File: src/rtl/control_fsm_pkg.sv
// Shared encodings for the PikaRISC sequencer: FSM states and datapath mux selects.
// The datapath muxes import this package so both sides agree on the values.
package control_fsm_pkg;

    localparam logic [2:0] S_FETCH  = 3'd0;
    localparam logic [2:0] S_DECODE = 3'd1;
    localparam logic [2:0] S_EXEC   = 3'd2;
    localparam logic [2:0] S_MEM    = 3'd3;
    localparam logic [2:0] S_PUSH   = 3'd4;
    localparam logic [2:0] S_POP    = 3'd5;
    localparam logic [2:0] S_TRAP   = 3'd6;

    localparam logic [1:0] ADDR_SEL_PC    = 2'd0;
    localparam logic [1:0] ADDR_SEL_MEM   = 2'd1;
    localparam logic [1:0] ADDR_SEL_SP    = 2'd2;
    localparam logic [1:0] ADDR_SEL_SP_P1 = 2'd3;

    localparam logic [1:0] PC_SEL_INC = 2'd0;
    localparam logic [1:0] PC_SEL_TGT = 2'd1;
    localparam logic [1:0] PC_SEL_MEM = 2'd2;

    localparam logic WB_SEL_ALU = 1'b0;
    localparam logic WB_SEL_MEM = 1'b1;

    localparam logic WDATA_SEL_RT  = 1'b0;
    localparam logic WDATA_SEL_PC1 = 1'b1;

endpackage

File: src/rtl/control_fsm.sv
// Multi-cycle sequencer for PikaRISC: schedules the shared memory port, drives
// datapath enables/selects, counts retired instructions and traps on faults.
module control_fsm
    import control_fsm_pkg::*;
#(
    parameter int CNT_W   = 32,
    parameter int TIMEOUT = 0,
    parameter int TO_W    = 8
) (
    input  logic             clk,
    input  logic             rst_n,
    input  logic             is_alu_op,
    input  logic             is_not_op,
    input  logic             is_cmp_op,
    input  logic             is_jmp_op,
    input  logic             is_ld_op,
    input  logic             is_str_op,
    input  logic             is_call_op,
    input  logic             is_ret_op,
    input  logic             cond_met,
    input  logic             mem_ready,
    output logic             mem_req,
    output logic             mem_we,
    output logic [1:0]       addr_sel,
    output logic             wdata_sel,
    output logic             ir_we,
    output logic             pc_we,
    output logic [1:0]       pc_sel,
    output logic             reg_we,
    output logic             wb_sel,
    output logic             flags_we,
    output logic             sp_inc,
    output logic             sp_dec,
    output logic             trap,
    output logic [2:0]       state,
    output logic [CNT_W-1:0] retired
);

    logic [2:0]      state_nxt;
    logic            retire;
    logic            to_hit;
    logic [TO_W-1:0] to_cnt;
    logic            unused_ok;

    // NOT is an ordinary ALU op here; the flag is carried for the datapath only.
    assign unused_ok = is_not_op;

    // Fires on the last permitted waiting cycle so the next state is TRAP.
    assign to_hit = (TIMEOUT != 0) && (to_cnt == TO_W'(TIMEOUT - 1));

    always_comb begin
        mem_req   = 1'b0;
        mem_we    = 1'b0;
        addr_sel  = ADDR_SEL_PC;
        wdata_sel = WDATA_SEL_RT;
        ir_we     = 1'b0;
        pc_we     = 1'b0;
        pc_sel    = PC_SEL_INC;
        reg_we    = 1'b0;
        wb_sel    = WB_SEL_ALU;
        flags_we  = 1'b0;
        sp_inc    = 1'b0;
        sp_dec    = 1'b0;
        retire    = 1'b0;
        state_nxt = state;
        if (rst_n) begin
            case (state)
                S_FETCH: begin
                    mem_req  = 1'b1;
                    addr_sel = ADDR_SEL_PC;
                    if (mem_ready) begin
                        ir_we     = 1'b1;
                        state_nxt = S_DECODE;
                    end else if (to_hit) begin
                        state_nxt = S_TRAP;
                    end
                end
                S_DECODE: begin
                    if (is_alu_op || is_jmp_op)     state_nxt = S_EXEC;
                    else if (is_ld_op || is_str_op) state_nxt = S_MEM;
                    else if (is_call_op)            state_nxt = S_PUSH;
                    else if (is_ret_op)             state_nxt = S_POP;
                    else                            state_nxt = S_TRAP;
                end
                S_EXEC: begin
                    pc_we = 1'b1;
                    if (is_alu_op) begin
                        flags_we = 1'b1;
                        reg_we   = !is_cmp_op;
                        pc_sel   = PC_SEL_INC;
                    end else begin
                        pc_sel = cond_met ? PC_SEL_TGT : PC_SEL_INC;
                    end
                    retire    = 1'b1;
                    state_nxt = S_FETCH;
                end
                S_MEM: begin
                    mem_req   = 1'b1;
                    addr_sel  = ADDR_SEL_MEM;
                    mem_we    = is_str_op;
                    wdata_sel = WDATA_SEL_RT;
                    if (mem_ready) begin
                        reg_we    = is_ld_op;
                        wb_sel    = is_ld_op ? WB_SEL_MEM : WB_SEL_ALU;
                        pc_we     = 1'b1;
                        pc_sel    = PC_SEL_INC;
                        retire    = 1'b1;
                        state_nxt = S_FETCH;
                    end else if (to_hit) begin
                        state_nxt = S_TRAP;
                    end
                end
                S_PUSH: begin
                    mem_req   = 1'b1;
                    mem_we    = 1'b1;
                    addr_sel  = ADDR_SEL_SP;
                    wdata_sel = WDATA_SEL_PC1;
                    if (mem_ready) begin
                        sp_dec    = 1'b1;
                        pc_we     = 1'b1;
                        pc_sel    = PC_SEL_TGT;
                        retire    = 1'b1;
                        state_nxt = S_FETCH;
                    end else if (to_hit) begin
                        state_nxt = S_TRAP;
                    end
                end
                S_POP: begin
                    mem_req  = 1'b1;
                    addr_sel = ADDR_SEL_SP_P1;
                    if (mem_ready) begin
                        sp_inc    = 1'b1;
                        pc_we     = 1'b1;
                        pc_sel    = PC_SEL_MEM;
                        retire    = 1'b1;
                        state_nxt = S_FETCH;
                    end else if (to_hit) begin
                        state_nxt = S_TRAP;
                    end
                end
                S_TRAP:  state_nxt = S_TRAP;
                default: state_nxt = S_TRAP;
            endcase
        end
    end

    always_ff @(posedge clk) begin
        if (!rst_n) begin
            state   <= S_FETCH;
            retired <= '0;
            to_cnt  <= '0;
            trap    <= 1'b0;
        end else begin
            state <= state_nxt;
            trap  <= trap | (state_nxt == S_TRAP);
            if (retire) retired <= retired + CNT_W'(1);
            // Wait counter restarts whenever the handshake completes or the phase changes.
            if (TIMEOUT == 0 || mem_ready || state_nxt != state) to_cnt <= '0;
            else if (mem_req) to_cnt <= to_cnt + TO_W'(1);
        end
    end

endmodule
File: config.mk
export PLATFORM = sky130hd
export DESIGN_NAME = control_fsm
export DESIGN_NICKNAME = d
export VERILOG_FILES = /design/src/rtl/control_fsm_pkg.sv /design/src/rtl/control_fsm.sv
export SDC_FILE = /design/constraint.sdc
export NUM_CORES = 1
export LEC_CHECK = 0
export ABC_AREA = 1
export CAP_MARGIN = 20
export CORE_ASPECT_RATIO = 2
export CORE_MARGIN = 2
export CORE_UTILIZATION = 40
export DETAILED_ROUTE_END_ITERATION = 8
export PLACE_DENSITY = 0.76
export SLEW_MARGIN = 25
export SYNTH_ARGS = -nofsm -noshare
export SYNTH_HDL_FRONTEND = slang
export SYNTH_SLANG_ARGS = --single-unit
File: constraint.sdc
create_clock -name clk -period 1.8 [get_ports clk]
set_clock_uncertainty 0.15 [all_clocks]
set_input_delay 0.18 -clock clk [delete_from_list [all_inputs] [get_ports clk]]
set_output_delay 0.18 -clock clk [all_outputs]
set_load 0.01 [all_outputs]
==> results.md, run 1 <==
* First-pass GRT wire length at approximately 13 mm
* Setup violators final at 0
* Ports at 62
* Startpoint Class: flop
* Non-Filler Instances at 572
* CORE AREA at approximately 0.0057 mm²
* Pin count of the biggest net entering global routing at 29
* Worst Tran Pin Value at roughly 300 ps
* Share of cells above drive strength 1 at a little under a quarter
* Count of state elements after synthesis at 36
* Placed insts at 555
* Final Instance Area at 0.003664 mm²
* Syn Area/Cell at ~5.9 µm²
* Clk_lat worst skew at between 200 and 300 ps
* H-tree Lvls at 2
* Power Density at ~560 mW/mm²
* Total length of routed wires at 8.195 mm
* Crit path time final at between 1500 and 2000 ps
* Period utilization at 98.20%
* Fillers at 520
* Commonest cells in the netlist: 126 x nand2_1, 83 x nor2_1, 36 x dfxtp_1
* Top cells by area, synth: dfxtp_1 31%, nand2_1 20%, nor2_1 13%
* WP data required at between 1000 and 1500 ps
* Rel. slew slack at around four fifths
* Setup CP Type: reg2out
* Number of synthesized flops with an enable pin at 0
* Crit path cell chain: buf_4, buf_4, clkdlybuf4s50_1
* Synth async-reset ratio at 0%
* Clk root buf: clkbuf_16
* Die ar. at ~0.0065 mm²
* Clk sink count at 36
* Sum Neg Setup Slack at 0 ps
* Clock slew at reported path FFs at approximately 60 ps
* Final setup margin at around 32 ps
* Antenna diode count at 0
* CTS buffer count at 5
* Warnings from Yosys at 0
* CP endpoint kind: primary output
* Dpl ws at -275.0 ps
* Hold_ws at between 300 and 400 ps
* Worst path max stage delay at 530 ps
* Cell repeated most along the worst path: buf_4
* Top FF cell, synth: dfxtp_1
* Status: finished clean
* Wire per inst at about 14 µm
* HP Class: reg2reg
* DRC Markers at 0
* Hold-fix buffers, CTS at 0
* 1st-iter DRT viols at between 80 and 90
* Max Cap Violations at 0
* Clock Tree Buf Depth at 2
* Register area at between 700 and 800 µm²
* Core Util, Final at between 60% and 70%
* Area Growth Syn to Fin at 56.08%
* Seq/Total Area, Yosys at a little under a third
* Area used by multi-input combinational logic at between 0.0015 and 0.002 mm²
* Yosys top cell by area: dfxtp_1
* Arrival time worst endpoint at roughly 1400 ps
* Pwr Total at slightly above 2 mW
* Initial antenna violation count at 0
* Vert. Die Dim at about 110 µm
* Fmax at around 0.57 GHz
* VDD IR max at approximately 0.89 mV
* Die width at 58.17 µm
* First-pass detailed-route iteration total at 5
* Vias per Instance at between 5 and 6
* Max Slew Vio Count at 0
* Syn nets at 410
* Placement row count at 39
* Count leader, synth: nand2_1
* Lkg Pwr at approximately 1.4 nW
* TritonCTS clock tree: built
* Nets at ~520
* Vias in the first global route at ~2.9k
* RePlAce Congestion at between 0.8 and 0.9
* Port buffer count at 60
* Post-Place Cell Area at roughly 0.0033 mm²
* Top-area cell type share of the netlist area at between 30% and 40%
* Synthesized area at ~0.0023 mm²
* Hold Vio Cnt, Final at 0
* CP max stage cell: clkdlybuf4s50_1
* Starting Density at 41.11%
* Count of different cell masters after synthesis at 32
* Detailed placement HPWL at a little under 6 mm
* Critical Path Fanout Max at 3
* Vias at between 3k and 4k
* Total track usage at around a quarter
* Post-route ant nets at 0
* GR Overflow Total at 0
* RSZ-0062 raised after global routing: true
* Cells after synthesis at between 300 and 400
cell usage in the layout, fill, tap and decap left out, types with 4 or more instances in the layout:
cell type,count
clkdlybuf4s50_1,45
nor2_1,73
nand2_1,124
nand4_1,9
clkbuf_16,5
dfxtp_2,4
buf_2,6
o21ai_0,7
nand2_2,4
nand3b_1,6
clkbuf_2,5
a21oi_1,17
nor3_1,10
a21oi_2,4
nor2_2,10
buf_4,51
dfxtp_1,29
nand3_1,20
a31oi_1,4
inv_1,31
cells by family (layout without fill, tap and decap cells):
logic type	Yosys count	after routing	synth area share [%]
buf+inv	47	159	9.168
compound gates	37	37	8.636
flops	36	36	30.70
xor+xnor	3	3	1.120
simple gates	273	275	49.84
fa+ha+maj	1	1	0.5330
final timing paths:
path | from | to | slack [ps] | cells past startpoint
max | state[1] | state[1] | 30 | 3
min | trap | trap | 300 | 2
max reg2reg | state[2] | retired[10] | 70 | 10
min reg2reg | trap | trap | 300 | 2
power by group:
part           internal, mW  switching (mW)  total (mW)
combinational         0.111           0.125       0.236
clock                 0.652           0.357        1.01
sequential            0.801         0.00974       0.811
total                  1.56           0.492        2.06
area by class of cell:
type                    count  area share (%)
multi-input cells         316           42.79
repair buffers            115           26.71
flip-flops and latches     36           20.12
inverters                  36           3.825
clock buffers               6           3.518
well taps                  61           2.083
clock inverters             2          0.9563
what timing repair did:
item                                    4_1_cts  5_1_grt
pin swaps                                     4       13
hold endpoints to repair                      0        0
buffers inserted                              2        5
endpoints found under the setup margin       40       37
resized for setup                            49       45
gates cloned                                  0        2
critical path, delay by kind of cell (launching register included):
family | cells | cell delay (ps)
buf+inv | 3 | 780
flops | 1 | 370
state kept, by name, summed over array words and instances, names as in the netlist:
register	flops
trap	1
retired	32
state	3
metal layers:
layer / part of all wire, % / global-route usage (%) / wire, µm
met4: 4.9 / 16.90 / 404
met5: 0 / 0 / 0
met2: 57 / 47.20 / 4664
met3: 4.3 / 4.032 / 354
met1: 34 / 23.31 / 2771
Power figures use the tool's default switching activity.
==> run 2: changes to the inputs <==
- CAP_MARGIN: 20 -> 10
- PLACE_DENSITY: 0.76 -> 0.81
- clock period: 1.8 -> 1.6 ns (I/O delays scaled with it)
==> results.md, run 2 (synthesis results as in run 1) <==
* Vias in the first global route at 3011 (+5.4%)
* CORE AREA at 0.005709 mm² (unchanged)
* Critical Path Fanout Max at 4 (+1)
* Clock Tree Buf Depth at 2 (unchanged)
* Status: finished with violations
* Port buffer count at 60 (unchanged)
* Nets at 545 (+4.2%)
* Worst path max stage delay at 380 ps (-150 ps)
* Vias per Instance at 5.542 (+4.5%)
* Wire per inst at 16.37 µm (+14%)
* Commonest cells after routing, fill and taps aside: 118 x nand2_1, 66 x buf_4, 65 x nor2_1
* Total track usage at 27.03% (+1.9 points)
* Share of cells above drive strength 1 at 34.71% (+11 points)
* Final setup margin at -135.1 ps (-167.5 ps)
* Commonest non-fill, non-tap cell in the layout: nand2_1
* Largest registers: retired x32, state x3, trap x1
* Worst Tran Pin Value at 332.6 ps (+23.61 ps)
* Vert. Die Dim at 112.3 µm (unchanged)
* Total length of routed wires at 9.723 mm (+19%)
* RSZ-0062 raised after global routing: true
* Top reg by flops: retired
* CP max stage cell: dfxtp_4
* Dpl ws at -467.6 ps (-192.6 ps)
* Sum Neg Setup Slack at -1341 ps (-1341 ps)
* Starting Density at 41.11% (unchanged)
* Lkg Pwr at 1.766 nW (+23%)
* Initial antenna violation count at 0 (unchanged)
* Final Instance Area at 0.004016 mm² (+9.6%)
* RePlAce Congestion at 0.8691 (-3.4%)
* Pin count of the biggest net entering global routing at 17 (-41%)
* Post-route ant nets at 0 (unchanged)
* First-pass detailed-route iteration total at 6 (+1)
* Clock slew at reported path FFs at 60 ps (about the same)
* CP endpoint kind: primary output
* TritonCTS clock tree: built
* First-pass GRT wire length at 13.65 mm (+7.9%)
* Startpoint Class: flop
* Max FFs per register at 32 (unchanged)
* HP Class: reg2reg
* Setup violators final at 26 (+26)
* Hold Vio Cnt, Final at 0 (unchanged)
* Die width at 58.17 µm (unchanged)
* Placement row count at 39 (unchanged)
* H-tree Lvls at 2 (unchanged)
* Crit path time final at ~1700 ps
* Post-Place Cell Area at 0.003411 mm² (+2.8%)
* Period utilization at 108.4%
* Power Density at 561.3 mW/mm² (about the same)
* Antenna diode count at 0 (unchanged)
* VDD IR max at 0.7905 mV (-12%)
* Clk root buf: clkbuf_16
* Failing checks: negative setup slack
* Cell family with most CP delay: simple AND/OR/NAND/NOR gates
* HP Start: trap
* Clk_lat worst skew at 290 ps (about the same)
* Vias at 3292 (+8.5%)
* FF-to-FF End: retired[29]
* GR Overflow Total at 0 (unchanged)
* Worst Hold Path Cells at 2 (unchanged)
* Arrival time worst endpoint at 1430 ps (about the same)
* Max Slew Vio Count at 0 (unchanged)
* Setup CP Type: reg2out
* Die ar. at 0.006534 mm² (unchanged)
* CTS buffer count at 5 (unchanged)
* Area Growth Syn to Fin at 71.11%
* Crit path cell chain: buf_4, nand3_4, nand2_4, a21oi_4, nor2_4, buf_6
* R2R cell count at 9 (-1)
* Max Cap Violations at 0 (unchanged)
* DRC Markers at 0 (unchanged)
* Ports at 62 (unchanged)
* Clk sink count at 36 (unchanged)
* Detailed placement HPWL at 5.881 mm (+1.2%)
* Fillers at 419 (-19%)
* Fmax at 0.5763 GHz
* Hold path endpoint: trap
* Rel. slew slack at 77.83% (-1.4 points)
* 1st-iter DRT viols at 147 (+69%)
* Reg2Reg Setup Slack at -90 ps (-160 ps)
* WP buf/inv at 2 (-1)
* WP data required at 1290 ps (-180 ps)
* Worst reg2reg startpoint: retired[10]
[run 2: power by group]
group	switching (mW)	internal [mW]
Clock	0.382	0.663
Sequential	0.0146	0.896
Combinational	0.163	0.135
Total	0.560	1.69
[run 2: layout make-up]
class | instances | area [µm²] | share of cell area, %
Tap cell | 61 | 76.32 | 1.900
Timing Repair inverter | 2 | 13.76 | 0.3427
Multi-Input combinational cell | 316 | 1714 | 42.68
Clock buffer | 8 | 156.4 | 3.894
Timing Repair Buffer | 135 | 1135 | 28.26
Inverter | 36 | 156.4 | 3.894
Sequential cell | 36 | 764.5 | 19.03
[run 2: per-stage QoR]
| stage | power [mW] | utilization, % | hold slack, ps | instances |
|---|---|---|---|---|
| 3_3_place_gp | 1.152 | 59.74 | 299.5 | 566 |
| 5_1_grt | 2.308 | 70.35 | 336.0 | 594 |
| 6_report | 2.254 | 70.35 | 309.9 | 594 |
| 4_1_cts | 2.211 | 65.22 | 309.3 | 582 |
| 2_1_floorplan | 1.032 | - | 276.4 | 397 |
| 3_5_place_dp | 1.158 | 59.74 | 301.4 | 566 |
[run 2: routing by layer]
layer | GRT usage (%) | vias to the layer above | wire, µm
met4 | 16.28 | 0 | 648
met1 | 25.14 | 1519 | 3172
met3 | 5.530 | 61 | 547
met2 | 50.83 | 171 | 5354
met5 | 0 | - | 0
li1 | - | 1541 | -
[run 2: worst max path at each step]
stage	depth (start not counted)	startpoint	end
CTS	7	state[1]	reg_we
detailed placement	4	rst_n	flags_we
finish	6	state[1]	pc_we
floorplan	9	state[2]	retired[5]
global placement	4	mem_ready	pc_sel[1]
global route	10	retired[10]	retired[29]
[run 2: tightest hold or removal path: cells and delay by family, from the launching register on]
family | cells | cell delay [ps]
DFF | 1 | 320
buffers and inverters | 1 | 50
AOI/OAI and AO/OA | 1 | 50
[run 2: timing repair]
item                                    CTS  global route
cloned                                    2             3
buffers inserted                          6             9
hold buffers                              0             0
endpoints found under the hold margin     0             0
endpoints found under the setup margin   64            55
resized for setup                       124            66
pin swaps                                14            20
